--- src/rtl/addsub_pkg.sv ---
// -----------------------------------------------------------------------------
// addsub_pkg
// Shared definitions for the serial adder/subtractor:
//   state_t      - FSM states IDLE / RUN / DONE
//   op_t         - operation select, OP_ADD = 0, OP_SUB = 1
//   calc_nslice  - number of slices in a WIDTH-bit operand
//   calc_cnt_w   - slice counter width ($clog2 of NSLICE, at least 1)
//   CNT_W        - counter width for the default 8-bit / 2-bit-slice build
// -----------------------------------------------------------------------------
package addsub_pkg;

    typedef enum logic [1:0] {
        IDLE = 2'd0,
        RUN  = 2'd1,
        DONE = 2'd2
    } state_t;

    typedef enum logic {
        OP_ADD = 1'b0,
        OP_SUB = 1'b1
    } op_t;

    function automatic int calc_nslice(input int width, input int slice);
        return width / slice;
    endfunction

    function automatic int calc_cnt_w(input int nslice);
        return ($clog2(nslice) < 1) ? 1 : $clog2(nslice);
    endfunction

    localparam int DEFAULT_WIDTH = 8;
    localparam int DEFAULT_SLICE = 2;
    localparam int CNT_W = calc_cnt_w(calc_nslice(DEFAULT_WIDTH, DEFAULT_SLICE));

endpackage

--- src/rtl/addsub_slice.sv ---
// -----------------------------------------------------------------------------
// addsub_slice
// Combinational SLICE-bit adder reused every RUN cycle of serial_addsub.
// Ports:
//   a, b   [SLICE-1:0]  operand slices (b already inverted for subtraction)
//   cin                 carry into the slice
//   sum    [SLICE-1:0]  slice sum
//   cout                carry out of the slice
//   c_msb               carry into the slice's top bit (for signed overflow)
// -----------------------------------------------------------------------------
module addsub_slice #(
    parameter int SLICE = 2
) (
    input  logic [SLICE-1:0] a,
    input  logic [SLICE-1:0] b,
    input  logic             cin,
    output logic [SLICE-1:0] sum,
    output logic             cout,
    output logic             c_msb
);

    logic [SLICE:0] total;

    assign total = {1'b0, a} + {1'b0, b} + {{SLICE{1'b0}}, cin};
    assign sum   = total[SLICE-1:0];
    assign cout  = total[SLICE];
    // Sum bit = a ^ b ^ carry_in, so the carry into the top bit falls out
    // of the top sum bit without a second, shorter adder.
    assign c_msb = sum[SLICE-1] ^ a[SLICE-1] ^ b[SLICE-1];

endmodule

--- src/rtl/serial_addsub.sv ---
// -----------------------------------------------------------------------------
// serial_addsub
// Multi-cycle adder/subtractor: WIDTH-bit operands are processed SLICE bits
// per clock through a registered carry, reusing one addsub_slice.
// Handshake: a transfer happens on a rising edge where valid && ready are
// both high; the producer holds its data until then, and the block holds
// S / C_out / ovf stable while out_valid is high and out_ready is low.
// Ports:
//   clk, rst_n         clock, asynchronous active-low reset
//   in_valid/in_ready  operand handshake (in_ready high only in IDLE)
//   A, B, C_in, sub    operands; sub=0: A+B+C_in, sub=1: A-B-C_in
//   out_valid/out_ready result handshake (out_valid high only in DONE)
//   S, C_out, ovf      result, carry (1 = no borrow for sub), signed overflow
//   dbg_state          current FSM state
// Build option: define ADDSUB_SAT_EN to saturate S on signed overflow.
// -----------------------------------------------------------------------------
module serial_addsub
    import addsub_pkg::*;
#(
    parameter int WIDTH = 8,
    parameter int SLICE = 2
) (
    input  logic             clk,
    input  logic             rst_n,
    input  logic             in_valid,
    output logic             in_ready,
    input  logic [WIDTH-1:0] A,
    input  logic [WIDTH-1:0] B,
    input  logic             C_in,
    input  logic             sub,
    output logic             out_valid,
    input  logic             out_ready,
    output logic [WIDTH-1:0] S,
    output logic             C_out,
    output logic             ovf,
    output state_t           dbg_state
);

    localparam int              NSLICE = calc_nslice(WIDTH, SLICE);
    localparam int              CW     = calc_cnt_w(NSLICE);
    localparam logic [CW-1:0]   LAST   = CW'(NSLICE - 1);
`ifdef ADDSUB_SAT_EN
    localparam logic [WIDTH-1:0] SAT_POS = {1'b0, {(WIDTH-1){1'b1}}};
    localparam logic [WIDTH-1:0] SAT_NEG = {1'b1, {(WIDTH-1){1'b0}}};
`endif

    state_t           state_q, state_d;
    logic [WIDTH-1:0] a_q, a_d;
    logic [WIDTH-1:0] b_q, b_d;     // B, or ~B for subtraction
    logic             carry_q, carry_d;
    logic [CW-1:0]    cnt_q, cnt_d;
    logic [WIDTH-1:0] s_q, s_d;
    logic             c_out_q, c_out_d;
    logic             ovf_q, ovf_d;

    int               sl_base;
    logic [SLICE-1:0] sl_a, sl_b, sl_sum;
    logic             sl_cout, sl_cmsb;

    assign sl_base = int'(cnt_q) * SLICE;
    assign sl_a    = a_q[sl_base +: SLICE];
    assign sl_b    = b_q[sl_base +: SLICE];

    addsub_slice #(.SLICE(SLICE)) u_slice (
        .a     (sl_a),
        .b     (sl_b),
        .cin   (carry_q),
        .sum   (sl_sum),
        .cout  (sl_cout),
        .c_msb (sl_cmsb)
    );

    always_comb begin
        state_d = state_q;
        a_d     = a_q;
        b_d     = b_q;
        carry_d = carry_q;
        cnt_d   = cnt_q;
        s_d     = s_q;
        c_out_d = c_out_q;
        ovf_d   = ovf_q;
        case (state_q)
            IDLE: begin
                if (in_valid) begin
                    a_d = A;
                    // Subtraction is A + ~B + ~C_in (borrow-in inverted).
                    if (op_t'(sub) == OP_SUB) begin
                        b_d     = ~B;
                        carry_d = ~C_in;
                    end else begin
                        b_d     = B;
                        carry_d = C_in;
                    end
                    cnt_d   = '0;
                    state_d = RUN;
                end
            end
            RUN: begin
                s_d[sl_base +: SLICE] = sl_sum;
                carry_d = sl_cout;
                cnt_d   = cnt_q + 1'b1;
                if (cnt_q == LAST) begin
                    cnt_d   = '0;
                    c_out_d = sl_cout;
                    ovf_d   = sl_cmsb ^ sl_cout;
`ifdef ADDSUB_SAT_EN
                    // Result sign follows A's sign whenever overflow occurs.
                    if (sl_cmsb ^ sl_cout) begin
                        s_d = a_q[WIDTH-1] ? SAT_NEG : SAT_POS;
                    end
`endif
                    state_d = DONE;
                end
            end
            DONE: begin
                if (out_ready) begin
                    state_d = IDLE;
                end
            end
            default: state_d = IDLE;
        endcase
    end

    always_ff @(posedge clk or negedge rst_n) begin
        if (!rst_n) begin
            state_q <= IDLE;
            a_q     <= '0;
            b_q     <= '0;
            carry_q <= 1'b0;
            cnt_q   <= '0;
            s_q     <= '0;
            c_out_q <= 1'b0;
            ovf_q   <= 1'b0;
        end else begin
            state_q <= state_d;
            a_q     <= a_d;
            b_q     <= b_d;
            carry_q <= carry_d;
            cnt_q   <= cnt_d;
            s_q     <= s_d;
            c_out_q <= c_out_d;
            ovf_q   <= ovf_d;
        end
    end

    assign in_ready  = (state_q == IDLE);
    assign out_valid = (state_q == DONE);
    assign S         = s_q;
    assign C_out     = c_out_q;
    assign ovf       = ovf_q;
    assign dbg_state = state_q;

endmodule

--- config.mk ---
export PLATFORM = sky130hd
export DESIGN_NAME = serial_addsub
export DESIGN_NICKNAME = d
export VERILOG_FILES = /design/src/rtl/addsub_pkg.sv /design/src/rtl/addsub_slice.sv /design/src/rtl/serial_addsub.sv
export SDC_FILE = /design/constraint.sdc
export NUM_CORES = 1
export LEC_CHECK = 0
export CAP_MARGIN = 20
export CORE_UTILIZATION = 56
export CTS_CLUSTER_DIAMETER = 40
export DETAILED_ROUTE_END_ITERATION = 10
export DONT_BUFFER_PORTS = 1
export GPL_TIMING_DRIVEN = 0
export HOLD_SLACK_MARGIN = 0.15
export PLACE_DENSITY = 0.73
export SYNTH_ARGS = -nofsm -noshare
export SYNTH_HDL_FRONTEND = slang
export SYNTH_SLANG_ARGS = --single-unit
--- constraint.sdc ---
create_clock -name clk -period 2.7 [get_ports clk]
set_input_delay 0.405 -clock clk [delete_from_list [all_inputs] [get_ports clk]]
set_output_delay 0.405 -clock clk [all_outputs]
set_load 0.02 [all_outputs]
==> metrics <==
Int Pwr=1.549 mW; CTS max path bufs=2; Placed Instances=163; CP Class=reg2reg; Overflow after GRT=0; post-layout instance area=1777 um^2; # DRC=0; Sw Ratio=39.75%; Pleak=0.7936 nW; CTS Sinks=31; pin count of the biggest net entering global routing=32; Finish-stage setup viols=0; Die Wd=55.48 um; setup_tns=0 ns; PortBufs=0; layout cells sized above 1=24.49%; VDD IR max=between 0.8 and 0.9 mV; Slew HR=approximately 70%; status=finished clean; drt total wl=2.745 mm; total number of vias=~1000; Yosys Warn Count=0; core area=2734 um^2; combinational fraction of design power=a little over half; hold_ws=approximately 0.17 ns; CTS root buffer=clkbuf_4; Sw Pwr=between 1 and 1.5 mW; count of cell types in the netlist=28; Seq cells post-synth=31; Worst EP required=2.96 ns; Pwr Density=between 1000 and 1500 nW/um^2; Hold Vio Cnt, Final=0; Layout Nets=around 180; most common cell in the netlist=dfrtp_1; worst skew pair latency=0.33 ns; First-pass DRT Iterations=4; power share of the clock group=11.9%; Post-DRT Antenna Nets=0; final core utilization=64.99%; CP max FO=7; Max Clk Rate=387.5 MHz; Tmin final=2.581 ns; die area=around 3100 um^2; Routability Congestion=0.7830; area leader, netlist=dfrtp_1; final worst-path cycle share=95.59%; max_cap viols=0; Mapped Area=1602 um^2; CTS clock-pin slew for the worst setup and hold paths=0.09 ns; register area share after synthesis=48.44%; Worst Tran Pin Value=0.4466 ns; Post-Place Worst Slack=-0.2084 ns; Top FF cell, synth=dfrtp_1; area post-placement=1640 um^2; row count=19; crit start category=register; area delta synth->final=10.94%; total track usage=20.96%; first-pass GRT wire length=4.823 mm; RSZ-0062 raised after global routing=no; synthesized area per cell=12.13 um^2; starting density of the core=58.58%; Final Power=2.571 mW; top-area cell type share of the netlist area=48.44%; Sequential Power Share=33.9%; H-tree levels=2; HP Class=in2reg; CTS buffer count=5; number of global-route vias before repair=around 1100; post-synthesis instance total=132; Post-synth EDFFs=0; Final HPWL DP=about 1.9 mm; routed length per instance=15.42 um; ranking of synthesized cells by area=dfrtp_1 48%, mux2_2 7.7%, mux4_1 4.9%; Critical Path AT=2.84 ns; CP Capture Type=register; Synth async-reset ratio=100.0%; final clock skew=0.007190 ns; synth cell count leaders=31 x dfrtp_1, 14 x nor2_1, 11 x mux2_2, 11 x nand2_1; setup slack after layout=0.1192 ns; IO Pins=36; final cell count without fillers=around 180; syn nets=162; Die Ht=55.48 um; Slew Limit Fails=0; number of diodes=0; initial antenna violation count=0; drt first-iter violations=a little under 50; Avg Vias per Cell=around 5.7; CTS tree=built
layer usage:
metal	part of all wire, %	track usage, %	wire length [um]	up-vias
li1	-	-	-	482
met1	42	23.64	1150	490
met2	51	35.63	1400	36
met3	4.6	5.152	125	8
met4	2.5	12.86	68	0
met5	0	0	0	-
placed cells by master, fill, tap and decap left out, types with 2 or more instances in the layout:
| cell type | instances |
|---|---|
| a21oi_1 | 8 |
| inv_1 | 4 |
| xnor2_1 | 8 |
| nand2_1 | 11 |
| dfrtp_1 | 30 |
| clkbuf_4 | 5 |
| o31ai_1 | 5 |
| buf_4 | 6 |
| ha_1 | 6 |
| clkbuf_8 | 2 |
| mux4_2 | 3 |
| nand3b_1 | 4 |
| xor2_1 | 2 |
| nor2_1 | 14 |
| a22o_1 | 2 |
| mux2_2 | 11 |
| buf_2 | 4 |
| nand2b_1 | 4 |
| o41ai_1 | 2 |
logic make-up after synthesis:
group	synth area share, %
fa+ha+maj	7.187
buf+inv	3.359
xor+xnor	6.875
simple gates	11.33
flops	48.44
mux	14.69
compound gates	8.125
final timing paths:
check                           slack (ns)  cells after the start                        to                 start
max in group asynchronous             2.02                      2      cnt_q[0]$_DFFE_PN0P_                 rst_n
worst min-delay path                  0.17                      1  dbg_state[1]$_DFFE_PN0P_             out_ready
min in group asynchronous             0.51                      2  dbg_state[0]$_DFFE_PN0P_                 rst_n
worst max register to register        0.12                      7           ovf$_DFFE_PN0P_  cnt_q[0]$_DFFE_PN0P_
worst min register to register        0.51                      1        a_q[1]$_DFFE_PN0P_    a_q[1]$_DFFE_PN0P_
worst max-delay path                  0.12                      7           ovf$_DFFE_PN0P_  cnt_q[0]$_DFFE_PN0P_
power groups by stage:
stage | combinational (mW) | sequential [mW] | clock [mW]
2_1_floorplan | 1.05 | 0.844 | 0
3_3_place_gp | 1.22 | 0.875 | 0
6_report | 1.39 | 0.871 | 0.306
4_1_cts | 1.37 | 0.869 | 0.318
5_1_grt | 1.57 | 0.897 | 0.336
3_5_place_dp | 1.27 | 0.886 | 0
state kept, by name (all words and copies together) (netlist names):
name / count
a_q: 8
carry_q: 1
ovf: 1
S: 8
b_q: 8
C_out: 1
cnt_q: 2
dbg_state: 2
layout make-up:
class                           instances  area (um^2)
Timing Repair Buffer                    7        67.56
Buffer                                  6        42.54
Fill cell                             230        957.2
Tap cell                               31        38.79
Multi-Input combinational cell         91        767.0
Sequential cell                        31        777.0
Inverter                                4        15.01
Clock buffer                            8        68.82
what timing repair did:
item,4_1_cts,5_1_grt
setup endpoints to repair,3,2
hold buffers,2,0
gates resized for setup,3,2
hold endpoints to repair,31,0
buffers inserted,2,3
pin swaps,2,2
critical path: stages, from the launching register on:
cell     delay [ns]
dfrtp_2        0.40
buf_8          0.13
mux4_2         0.52
fa_2           0.38
fa_1           0.52
xor2_1         0.20
xnor3_1        0.23
o21ai_1        0.14
No activity file was read; power rests on OpenSTA's default activity.
